## config.mk

```make
export PLATFORM = sky130hd
export DESIGN_NAME = pipe_stage_ctrl_flat
export DESIGN_NICKNAME = d
export VERILOG_FILES = /design/src/rtl/pipe_stage_ctrl_if.sv /design/src/rtl/pipe_stage_ctrl.sv /design/src/flat_wrapper.sv
export SDC_FILE = /design/constraint.sdc
export NUM_CORES = 1
export LEC_CHECK = 0
export CAP_MARGIN = 10
export CORE_UTILIZATION = 43
export DETAILED_ROUTE_END_ITERATION = 16
export GPL_ROUTABILITY_DRIVEN = 0
export PLACE_DENSITY = 0.72
export SLEW_MARGIN = 10
export SYNTH_ARGS = -nofsm -noshare
export SYNTH_HDL_FRONTEND = slang
export SYNTH_SLANG_ARGS = --single-unit
```

## constraint.sdc

```tcl
create_clock -name clk -period 2.1 [get_ports clk]
set_input_delay 0.315 -clock clk [delete_from_list [all_inputs] [get_ports clk]]
set_output_delay 0.315 -clock clk [all_outputs]
set_load 0.02 [all_outputs]
```

## src/rtl/pipe_stage_ctrl_if.sv

```systemverilog
// pipe_stage_ctrl_if: hazard inputs and stage enable/flush outputs of the pipeline stall/flush controller
interface pipe_stage_ctrl_if;
    logic       load_use_i;
    logic       branch_taken_i;
    logic       mdu_start_i;
    logic       int_req_i;
    logic       eret_wb_i;
    logic       halt_i;
    logic       pc_en_o;
    logic       ifid_en_o;
    logic       idex_en_o;
    logic       exmem_en_o;
    logic       memwb_en_o;
    logic       ifid_flush_o;
    logic       idex_flush_o;
    logic       exmem_flush_o;
    logic       memwb_flush_o;
    logic       int_take_o;
    logic       mdu_busy_o;
    logic [2:0] state_o;

    modport master (
        output load_use_i, branch_taken_i, mdu_start_i, int_req_i, eret_wb_i, halt_i,
        input  pc_en_o, ifid_en_o, idex_en_o, exmem_en_o, memwb_en_o,
        input  ifid_flush_o, idex_flush_o, exmem_flush_o, memwb_flush_o,
        input  int_take_o, mdu_busy_o, state_o
    );

    modport slave (
        input  load_use_i, branch_taken_i, mdu_start_i, int_req_i, eret_wb_i, halt_i,
        output pc_en_o, ifid_en_o, idex_en_o, exmem_en_o, memwb_en_o,
        output ifid_flush_o, idex_flush_o, exmem_flush_o, memwb_flush_o,
        output int_take_o, mdu_busy_o, state_o
    );
endinterface

```

## src/rtl/pipe_stage_ctrl.sv

```systemverilog
// pipe_stage_ctrl: 5-stage pipeline stall/flush sequencer; define PIPE_CTRL_INT_EN to enable the interrupt drain/entry path
module pipe_stage_ctrl #(
    parameter int MDU_LAT   = 32,
    parameter int DRAIN_CYC = 3
) (
    input  logic              clk,
    input  logic              rst,
    pipe_stage_ctrl_if.slave  bus
);
    typedef enum logic [2:0] {
        RUN     = 3'd0,
        MDU     = 3'd1,
        DRAIN   = 3'd2,
        INTTAKE = 3'd3,
        HALT    = 3'd4
    } state_e;

`ifdef PIPE_CTRL_INT_EN
    localparam bit INT_EN = 1'b1;
`else
    localparam bit INT_EN = 1'b0;
`endif

    localparam logic [7:0] MDU_CNT   = 8'(MDU_LAT - 1);
    localparam logic [7:0] DRAIN_CNT = 8'(DRAIN_CYC - 1);

    // en = {pc, ifid, idex, exmem, memwb}; fl = {ifid, idex, exmem, memwb}
    localparam logic [4:0] EN_MDU   = 5'b00001;
    localparam logic [3:0] FL_MDU   = 4'b0010;
    localparam logic [4:0] EN_BUB   = 5'b00111;
    localparam logic [3:0] FL_BUB   = 4'b0100;
    localparam logic [3:0] FL_ERET  = 4'b1110;
    localparam logic [3:0] FL_BRANCH = 4'b1100;

    state_e     state_q, state_d;
    logic [7:0] cnt_q, cnt_d;
    logic [4:0] en;
    logic [3:0] fl;
    logic       take, busy;

    // state and countdown registers
    always_ff @(posedge clk) begin
        state_q <= state_d;
        cnt_q   <= cnt_d;
    end

    // next state and per-stage enable/flush decisions
    always_comb begin
        state_d = state_q;
        cnt_d   = cnt_q;
        en      = '1;
        fl      = '0;
        take    = 1'b0;
        busy    = 1'b0;
        if (rst) begin
            en      = '0;
            fl      = '1;
            state_d = RUN;
            cnt_d   = '0;
        end else begin
            case (state_q)
                RUN: begin
                    if (bus.halt_i) begin
                        en      = '0;
                        state_d = HALT;
                    end else if (bus.eret_wb_i) begin
                        fl = FL_ERET;
                    end else if (bus.branch_taken_i) begin
                        fl = FL_BRANCH;
                    end else if (bus.mdu_start_i) begin
                        en      = EN_MDU;
                        fl      = FL_MDU;
                        cnt_d   = MDU_CNT;
                        state_d = MDU;
                    end else if (bus.int_req_i && INT_EN) begin
                        en      = EN_BUB;
                        fl      = FL_BUB;
                        cnt_d   = DRAIN_CNT;
                        state_d = DRAIN;
                    end else if (bus.load_use_i) begin
                        en = EN_BUB;
                        fl = FL_BUB;
                    end
                end
                MDU: begin
                    if (cnt_q != 8'd0) begin
                        en    = EN_MDU;
                        fl    = FL_MDU;
                        busy  = 1'b1;
                        cnt_d = cnt_q - 8'd1;
                    end else begin
                        state_d = RUN;
                    end
                end
                DRAIN: begin
                    if (bus.eret_wb_i) begin
                        fl      = FL_ERET;
                        state_d = RUN;
                    end else if (bus.branch_taken_i) begin
                        fl      = FL_BRANCH;
                        state_d = RUN;
                    end else begin
                        en = EN_BUB;
                        fl = FL_BUB;
                        if (cnt_q == 8'd0) state_d = INTTAKE;
                        else cnt_d = cnt_q - 8'd1;
                    end
                end
                INTTAKE: begin
                    take    = INT_EN;
                    fl      = '1;
                    state_d = RUN;
                end
                HALT: en = '0;
                default: state_d = RUN;
            endcase
        end
    end

    assign {bus.pc_en_o, bus.ifid_en_o, bus.idex_en_o, bus.exmem_en_o, bus.memwb_en_o} = en;
    assign {bus.ifid_flush_o, bus.idex_flush_o, bus.exmem_flush_o, bus.memwb_flush_o} = fl;
    assign bus.int_take_o = take;
    assign bus.mdu_busy_o = busy;
    assign bus.state_o    = state_q;
endmodule

```

## src/flat_wrapper.sv

```systemverilog
// flat-port wrapper written by rule: the top's interface ports become plain ports
module pipe_stage_ctrl_flat 
#(
    parameter int MDU_LAT   = 32,
    parameter int DRAIN_CYC = 3
)
  (clk, rst, bus_load_use_i, bus_branch_taken_i, bus_mdu_start_i, bus_int_req_i, bus_eret_wb_i, bus_halt_i, bus_pc_en_o, bus_ifid_en_o, bus_idex_en_o, bus_exmem_en_o, bus_memwb_en_o, bus_ifid_flush_o, bus_idex_flush_o, bus_exmem_flush_o, bus_memwb_flush_o, bus_int_take_o, bus_mdu_busy_o, bus_state_o);
  pipe_stage_ctrl_if bus_i ();
  input  logic clk;
  input  logic rst;
  input wire logic [$bits(bus_i.load_use_i)-1:0] bus_load_use_i;
  input wire logic [$bits(bus_i.branch_taken_i)-1:0] bus_branch_taken_i;
  input wire logic [$bits(bus_i.mdu_start_i)-1:0] bus_mdu_start_i;
  input wire logic [$bits(bus_i.int_req_i)-1:0] bus_int_req_i;
  input wire logic [$bits(bus_i.eret_wb_i)-1:0] bus_eret_wb_i;
  input wire logic [$bits(bus_i.halt_i)-1:0] bus_halt_i;
  output wire logic [$bits(bus_i.pc_en_o)-1:0] bus_pc_en_o;
  output wire logic [$bits(bus_i.ifid_en_o)-1:0] bus_ifid_en_o;
  output wire logic [$bits(bus_i.idex_en_o)-1:0] bus_idex_en_o;
  output wire logic [$bits(bus_i.exmem_en_o)-1:0] bus_exmem_en_o;
  output wire logic [$bits(bus_i.memwb_en_o)-1:0] bus_memwb_en_o;
  output wire logic [$bits(bus_i.ifid_flush_o)-1:0] bus_ifid_flush_o;
  output wire logic [$bits(bus_i.idex_flush_o)-1:0] bus_idex_flush_o;
  output wire logic [$bits(bus_i.exmem_flush_o)-1:0] bus_exmem_flush_o;
  output wire logic [$bits(bus_i.memwb_flush_o)-1:0] bus_memwb_flush_o;
  output wire logic [$bits(bus_i.int_take_o)-1:0] bus_int_take_o;
  output wire logic [$bits(bus_i.mdu_busy_o)-1:0] bus_mdu_busy_o;
  output wire logic [$bits(bus_i.state_o)-1:0] bus_state_o;
  assign bus_i.load_use_i = bus_load_use_i;
  assign bus_i.branch_taken_i = bus_branch_taken_i;
  assign bus_i.mdu_start_i = bus_mdu_start_i;
  assign bus_i.int_req_i = bus_int_req_i;
  assign bus_i.eret_wb_i = bus_eret_wb_i;
  assign bus_i.halt_i = bus_halt_i;
  assign bus_pc_en_o = bus_i.pc_en_o;
  assign bus_ifid_en_o = bus_i.ifid_en_o;
  assign bus_idex_en_o = bus_i.idex_en_o;
  assign bus_exmem_en_o = bus_i.exmem_en_o;
  assign bus_memwb_en_o = bus_i.memwb_en_o;
  assign bus_ifid_flush_o = bus_i.ifid_flush_o;
  assign bus_idex_flush_o = bus_i.idex_flush_o;
  assign bus_exmem_flush_o = bus_i.exmem_flush_o;
  assign bus_memwb_flush_o = bus_i.memwb_flush_o;
  assign bus_int_take_o = bus_i.int_take_o;
  assign bus_mdu_busy_o = bus_i.mdu_busy_o;
  assign bus_state_o = bus_i.state_o;
  pipe_stage_ctrl #(.MDU_LAT(MDU_LAT), .DRAIN_CYC(DRAIN_CYC)) u_core (.clk(clk), .rst(rst), .bus(bus_i));
endmodule
```

==> key figures, run 1 <==
Floorplanning
  – # rows: 16
  – Full die area: between 2000 and 2500 sq um
  – Chip height: 48.4 um
  – Starting Density: between 40% and 50%
  – IO Pins: 22
  – Die Width: 48.4 um
  – Core footprint: 1980 sq um

Placed design
  – Port Buffers: 19
  – Dpl ws: -0.379 ns
  – Dpl hpwl: 2.05 mm

Timing
  – Slew Viols, Final: 0
  – Min cycle time layout: 2.13 ns
  – Slew HR: 64.2%
  – Peak Freq: 0.470 GHz
  – Sum Neg Setup Slack: -0.0294 ns
  – Worst-margin pin slew: around 0.53 ns
  – Crit share post-route: 101%
  – # setup viols final: 1
  – Worst Skew: 0.00880 ns
  – Final setup margin: -0.0294 ns
  – RSZ-0062 raised after global routing: yes
  – Final hold vios: 0

Min path
  – Hold Crit Class: flip-flop to flip-flop

Worst setup path
  – Startpoint types: flip-flop
  – Worst EP required: 1.78 ns
  – Critical Path AT: 1.81 ns
  – Critical Path End Type: output port
  – Crit path max fanout: 4
  – Crit Path Class: flip-flop to output port

Logic synthesis
  – Main synth FF type: dfxtp_1
  – Cells after synthesis: 122
  – Syn nets: roughly 130
  – Synth warn: 0
  – Mapped cell area: ~900 sq um
  – Asr flop ratio synth: 0%
  – Yosys reg bits: 11
  – Distinct cells, synth: 40
  – Sequential area share after synthesis: 23.8%
  – Avg Cell Area, Syn: 7.58 sq um
  – Number of synthesized flops with an enable pin: 0

Layout
  – Area grow syn2layout: 57.1%
  – # nets final: 184
  – Most common cell after layout, fill and taps aside: buf_4
  – Share of post-route cells with drive strength above 1: a little over two fifths
  – Most frequent cells in the layout: buf_4, nor2_1, clkdlybuf4s50_1
  – Ant diodes: 0

Detailed routing
  – DRT iter0 DRCs: 33
  – Detailed Routing Iterations Pass 1: 4
  – # DRC: 0
  – Total Wirelength: 2.83 mm
  – DR vias: 1177
  – Vias per inst: between 5 and 6
  – Post-DR wirelength/cell: 14.2 um
  – Post-DRT Antenna Nets: 0

Clock tree
  – CTS Sinks: 11
  – Skew-Pair Late Insertion Delay: 0.28 ns
  – # H-tree levels: 1
  – CTS tree: done
  – Post-CTS Hold Buffers: 0
  – Max Root-Sink Buffers: 2
  – CTS clk-pin slew, worst paths: 0.07 ns
  – CTS buffer count: 3
  – Clock root cell: clkbuf_4

GRT
  – Met1 usage: 34.7%
  – M3 GR Usage: 6.60%
  – Initial antenna violation count: 0
  – Met2 usage: 42.3%
  – First-pass GRT wire length: 4.86 mm
  – Total grt overflow: 0
  – Gr busiest metal: met2
  – Tot GR Track Use: between 20% and 30%
  – Largest net degree at the start of global routing: 12
  – Vias in the first global route: 1045

Power
  – Sequential power share: 30.5%
  – Leakage power: 0.592 nW
  – Int Power: 0.493 mW
  – Pwr dens: 534 nW/um^2
  – Combinational power share: 50.6%
  – Maximum vdd drop: 0.450 mV
  – Sw Ratio: 36.4%
  – P_sw: between 0.2 and 0.3 mW
  – Clock network power share: 18.9%

Job
  – Max Cap Violations: 0

Status
  – Failing checks: negative setup slack
  – Status: complete, but fails checks
cells in the mapped netlist, types with 3 or more instances:
master | n | area [sq um]
nand2_1 | 3 | 11.3
nand3_1 | 3 | 15.0
nor2b_1 | 4 | 25.0
o21ai_0 | 7 | 35.0
buf_4 | 3 | 22.5
or3_1 | 3 | 18.8
nor2_1 | 15 | 56.3
a311oi_1 | 3 | 26.3
clkbuf_1 | 6 | 22.5
nor3_1 | 3 | 15.0
dfxtp_1 | 11 | 220
inv_1 | 6 | 22.5
nor4_1 | 4 | 25.0
nand2b_1 | 3 | 18.8
a21oi_1 | 11 | 55.1
o21bai_1 | 4 | 30.0
sequential cells by signal, summed over array words and instances, names as in the netlist:
| signal | flops |
|---|---|
| u_core.bus.state_o | 3 |
| u_core.cnt_q | 8 |
stage by stage:
stage	area, sq um	power (mW)	hold WS (ns)	util [%]	instances
2_1_floorplan	935	0.429	0.462	-	122
3_3_place_gp	1360	0.570	0.546	68.8	192
3_5_place_dp	1360	0.575	0.557	68.8	192
4_1_cts	1420	0.747	0.560	71.5	197
5_1_grt	1450	0.819	0.582	73.3	200
6_report	1450	0.775	0.557	73.3	200
area by class of cell:
cell class	instances	area (sq um)
clock buffers	4	26.3
fillers	161	529
inverters	6	22.5
multi-input cells	95	684
flip-flops and latches	11	225
well taps	27	33.8
repair buffers	57	460
layer usage:
layer,vias to the layer above,part of all wire (%)
met5,-,0
met4,0,1.8
met3,11,8.1
met2,60,45
met1,551,45
li1,555,-
what timing repair did:
item	CTS	global route
buffers inserted	1	3
resized for setup	46	8
endpoints found under the setup margin	10	14
pin swaps	4	4
cells by family (layout without fill, tap and decap cells):
group                      count (synthesis)  in the layout  share of synthesized area (%)
AOI/OAI and AO/OA                         41             41                           33.2
xor gates and xnor gates                   1              1                          0.947
adders and majority gates                  2              2                           2.71
buffers and inverters                     16             67                           7.85
DFF                                       11             11                           23.8
other                                      1              1                          0.406
and+or+nand+nor                           50             50                           31.1
worst max-delay path: stages, from the launching register on:
cell and delay (ns):
dfxtp_2 0.32, inv_2 0.07, ha_4 0.13, or3b_4 0.39, nor2_4 0.15, buf_6 0.12
or3_4 0.12, nand3b_1 0.09, buf_6 0.14
worst paths after layout:
kind / cells past startpoint / slack [ns] / endpoint / startpoint
max: 8 / -0.03 / bus_exmem_flush_o / u_core.cnt_q[1]$_SDFFE_PP0P_
max reg2reg: 7 / 0.04 / u_core.cnt_q[7]$_SDFFE_PP0P_ / u_core.cnt_q[1]$_SDFFE_PP0P_
min: 2 / 0.56 / u_core.cnt_q[0]$_SDFFE_PP0P_ / u_core.cnt_q[0]$_SDFFE_PP0P_
min reg2reg: 2 / 0.56 / u_core.cnt_q[0]$_SDFFE_PP0P_ / u_core.cnt_q[0]$_SDFFE_PP0P_
power groups by stage:
stage,Sequential [mW],Combinational [mW],Clock (mW)
global route,0.238,0.420,0.160
global placement,0.239,0.331,0
floorplan,0.243,0.185,0
CTS,0.236,0.361,0.151
finish,0.237,0.392,0.147
detailed placement,0.239,0.336,0
(Power assumes the default switching activity.)
==> run 2: changes to the inputs <==
--- a/config.mk
+++ b/config.mk
@@ -6,6 +6,7 @@
 export NUM_CORES = 1
 export LEC_CHECK = 0
 export CAP_MARGIN = 10
+export CORE_MARGIN = 4
 export CORE_UTILIZATION = 43
 export DETAILED_ROUTE_END_ITERATION = 16
 export GPL_ROUTABILITY_DRIVEN = 0
==> run 2 against run 1 <==
Net effect:
- the run still ends with negative setup slack left
- global-route usage is 3.7 points lower
- first-iteration DRC count is 21% higher
- critical path depth is 2 lower
- hold slack better by 0.00070 ns
- clock-buffer cell count stayed put
- sequential share of layout area is 0.067 points higher
- largest cell class unchanged
- design area is 0.43% lower
- cell count is 1.5% lower
- clock skew is 0.0056 ns lower
- non-clock buffer count is 3 lower
==> key figures, run 2 (same netlist as run 1, synthesis figures left out) <==
Clock tree
  – Skew-Pair Late Insertion Delay: 0.27 ns (about the same)
  – CTS buffer count: 3 (unchanged)
  – # H-tree levels: 1 (unchanged)
  – Clock root cell: clkbuf_4
  – Max Root-Sink Buffers: 2 (unchanged)
  – CTS tree: done
  – CTS clk-pin slew, worst paths: 0.07 ns (about the same)
  – CTS Sinks: 11 (unchanged)

Timing
  – Final hold vios: 0 (unchanged)
  – Min cycle time layout: 2.13 ns (+0.000334 ns)
  – RSZ-0062 raised after global routing: yes
  – # setup viols final: 1 (unchanged)
  – Slew HR: 62.1% (-2.1 points)
  – Worst-margin pin slew: 0.563 ns (+0.0297 ns)
  – Crit share post-route: 101% (about the same)
  – Hold_ws: 0.558 ns (+0.000699 ns)
  – Slew Viols, Final: 0 (unchanged)
  – Peak Freq: 0.470 GHz (about the same)
  – Final setup margin: -0.0297 ns (-0.000334 ns)
  – Worst Skew: 0.00317 ns (-0.00564 ns)

Layout
  – Most flops, register: u_core.cnt_q
  – # nets final: 181 (-1.6%)
  – Share of post-route cells with drive strength above 1: 41.2% (-1.0 points)
  – Layout fillers: 167 (+3.7%)
  – Ant diodes: 0 (unchanged)
  – Max FFs per register: 8 (unchanged)
  – Area grow syn2layout: 56.4%
  – Multi-input logic area: 689 sq um (+0.73%)
  – Most common cell after layout, fill and taps aside: buf_4
  – Seq. cell area: 225 sq um (unchanged)
  – Most frequent cells in the layout: buf_4, nor2_1, clkdlybuf4s50_1

Worst setup path
  – Crit Path Class: flip-flop to output port
  – Crit path max fanout: 4 (unchanged)
  – Most frequent CP cell: buf_6
  – Critical Path End Type: output port
  – Cells along the critical path: or4_4 -> nor2_4 -> buf_6 -> or3_4 -> nand3b_1 -> buf_6
  – Slowest-stage cell, CP: or4_4
  – Worst EP required: 1.78 ns (about the same)
  – Critical Path AT: 1.81 ns (about the same)
  – CP peak stage delay: 0.56 ns (+0.17 ns)
  – Startpoint types: flip-flop

GRT
  – Initial antenna violation count: 0 (unchanged)
  – Largest net degree at the start of global routing: 14 (+2)
  – Total grt overflow: 0 (unchanged)
  – Vias in the first global route: 1056 (+1.1%)
  – First-pass GRT wire length: 4.91 mm (+0.99%)
  – Tot GR Track Use: 22.4% (-3.7 points)

Power
  – Pwr dens: 536 nW/um^2 (+0.48%)
  – Maximum vdd drop: 0.378 mV (-16%)
  – Leakage power: 0.582 nW (-1.7%)

Floorplanning
  – # rows: 16 (unchanged)
  – IO Pins: 22 (unchanged)
  – Die Width: 54.4 um (+12%)
  – Chip height: 54.4 um (+12%)
  – Core footprint: 2000 sq um (+1.0%)
  – Full die area: 2960 sq um (+26%)
  – Starting Density: 46.2% (-0.47 points)

Detailed routing
  – Detailed Routing Iterations Pass 1: 4 (unchanged)
  – Post-DR wirelength/cell: 14.4 um (+2.0%)
  – Vias per inst: 5.71 (-3.0%)
  – DRT iter0 DRCs: 40 (+21%)
  – DR vias: 1124 (-4.5%)
  – # DRC: 0 (unchanged)
  – Total Wirelength: 2.85 mm (+0.49%)
  – Post-DRT Antenna Nets: 0 (unchanged)

Job
  – Max Cap Violations: 0 (unchanged)

Placed design
  – Dpl ws: -0.423 ns (-0.0444 ns)
  – Dpl hpwl: 2.14 mm (+4.1%)
  – Port Buffers: 19 (unchanged)

Status
  – Status: complete, but fails checks
  – Failing checks: negative setup slack

Min path
  – Hold Crit Class: flip-flop to flip-flop
==> run 2: changes by cell type in the layout (fill, tap and decap cells not counted), sizes merged <==
| cell | before | now |
|---|---|---|
| buf | 44 | 41 |
| clkbuf | 5 | 4 |
| dlygate4sd2 | 2 | 3 |
==> run 2: final timing paths <==
path	startpoint	slack [ns]	depth (start not counted)	endpoint
setup / recovery	u_core.cnt_q[5]$_SDFFE_PP0P_	-0.03	6	bus_exmem_flush_o
hold / removal	u_core.cnt_q[0]$_SDFFE_PP0P_	0.56	2	u_core.cnt_q[0]$_SDFFE_PP0P_
setup reg to reg	u_core.cnt_q[5]$_SDFFE_PP0P_	0.05	5	u_core.cnt_q[7]$_SDFFE_PP0P_
hold reg to reg	u_core.cnt_q[0]$_SDFFE_PP0P_	0.56	2	u_core.cnt_q[0]$_SDFFE_PP0P_
==> run 2: final cells by class <==
| class | count | area share, % |
|---|---|---|
| Inverter | 6 | 1.56 |
| Multi-Input combinational cell | 95 | 47.7 |
| Clock buffer | 4 | 1.82 |
| Timing Repair Buffer | 54 | 31.1 |
| Sequential cell | 11 | 15.6 |
| Tap cell | 27 | 2.34 |
==> run 2: per-stage QoR <==
stage | cell area (sq um) | power (mW) | TNS, ns | utilization, % | cells
final | 1450 | 0.776 | -0.0297 | 72.3 | 197
after detailed placement | 1350 | 0.576 | -4.66 | 67.4 | 190
after CTS | 1410 | 0.752 | -0.0624 | 70.4 | 195
after floorplan | 935 | 0.429 | -0.0471 | - | 122
after global routing | 1450 | 0.828 | -0.498 | 72.3 | 197
after global placement | 1350 | 0.569 | -4.26 | 67.4 | 190
==> run 2: worst max-delay path: cells and delay by family, from the launching register on <==
kind / cells / cell delay [ns]
and+or+nand+nor: 4 / 0.96
buffers and inverters: 2 / 0.27
DFF: 1 / 0.32
==> run 2: repair_timing <==
action | 4_1_cts | 5_1_grt
hold buffers | 0 | 0
setup endpoints to repair | 12 | 14
pin swaps | 6 | 4
setup buffers | 1 | 2
cloned | 0 | 0
gates resized for setup | 49 | 8
==> run 2: layer usage <==
| layer | GRT usage (%) | routed length (um) | up-vias |
|---|---|---|---|
| met2 | 36.3 | 1370 | 36 |
| met4 | 6.22 | 33 | 0 |
| met3 | 3.27 | 140 | 5 |
| met5 | 0 | 0 | - |
| met1 | 30.8 | 1310 | 529 |
| li1 | - | - | 554 |
==> run 2: power by group <==
part | internal, mW | total (mW) | switching (mW)
sequential | 0.223 | 0.236 | 0.0137
clock | 0.0737 | 0.151 | 0.0775
combinational | 0.194 | 0.388 | 0.194
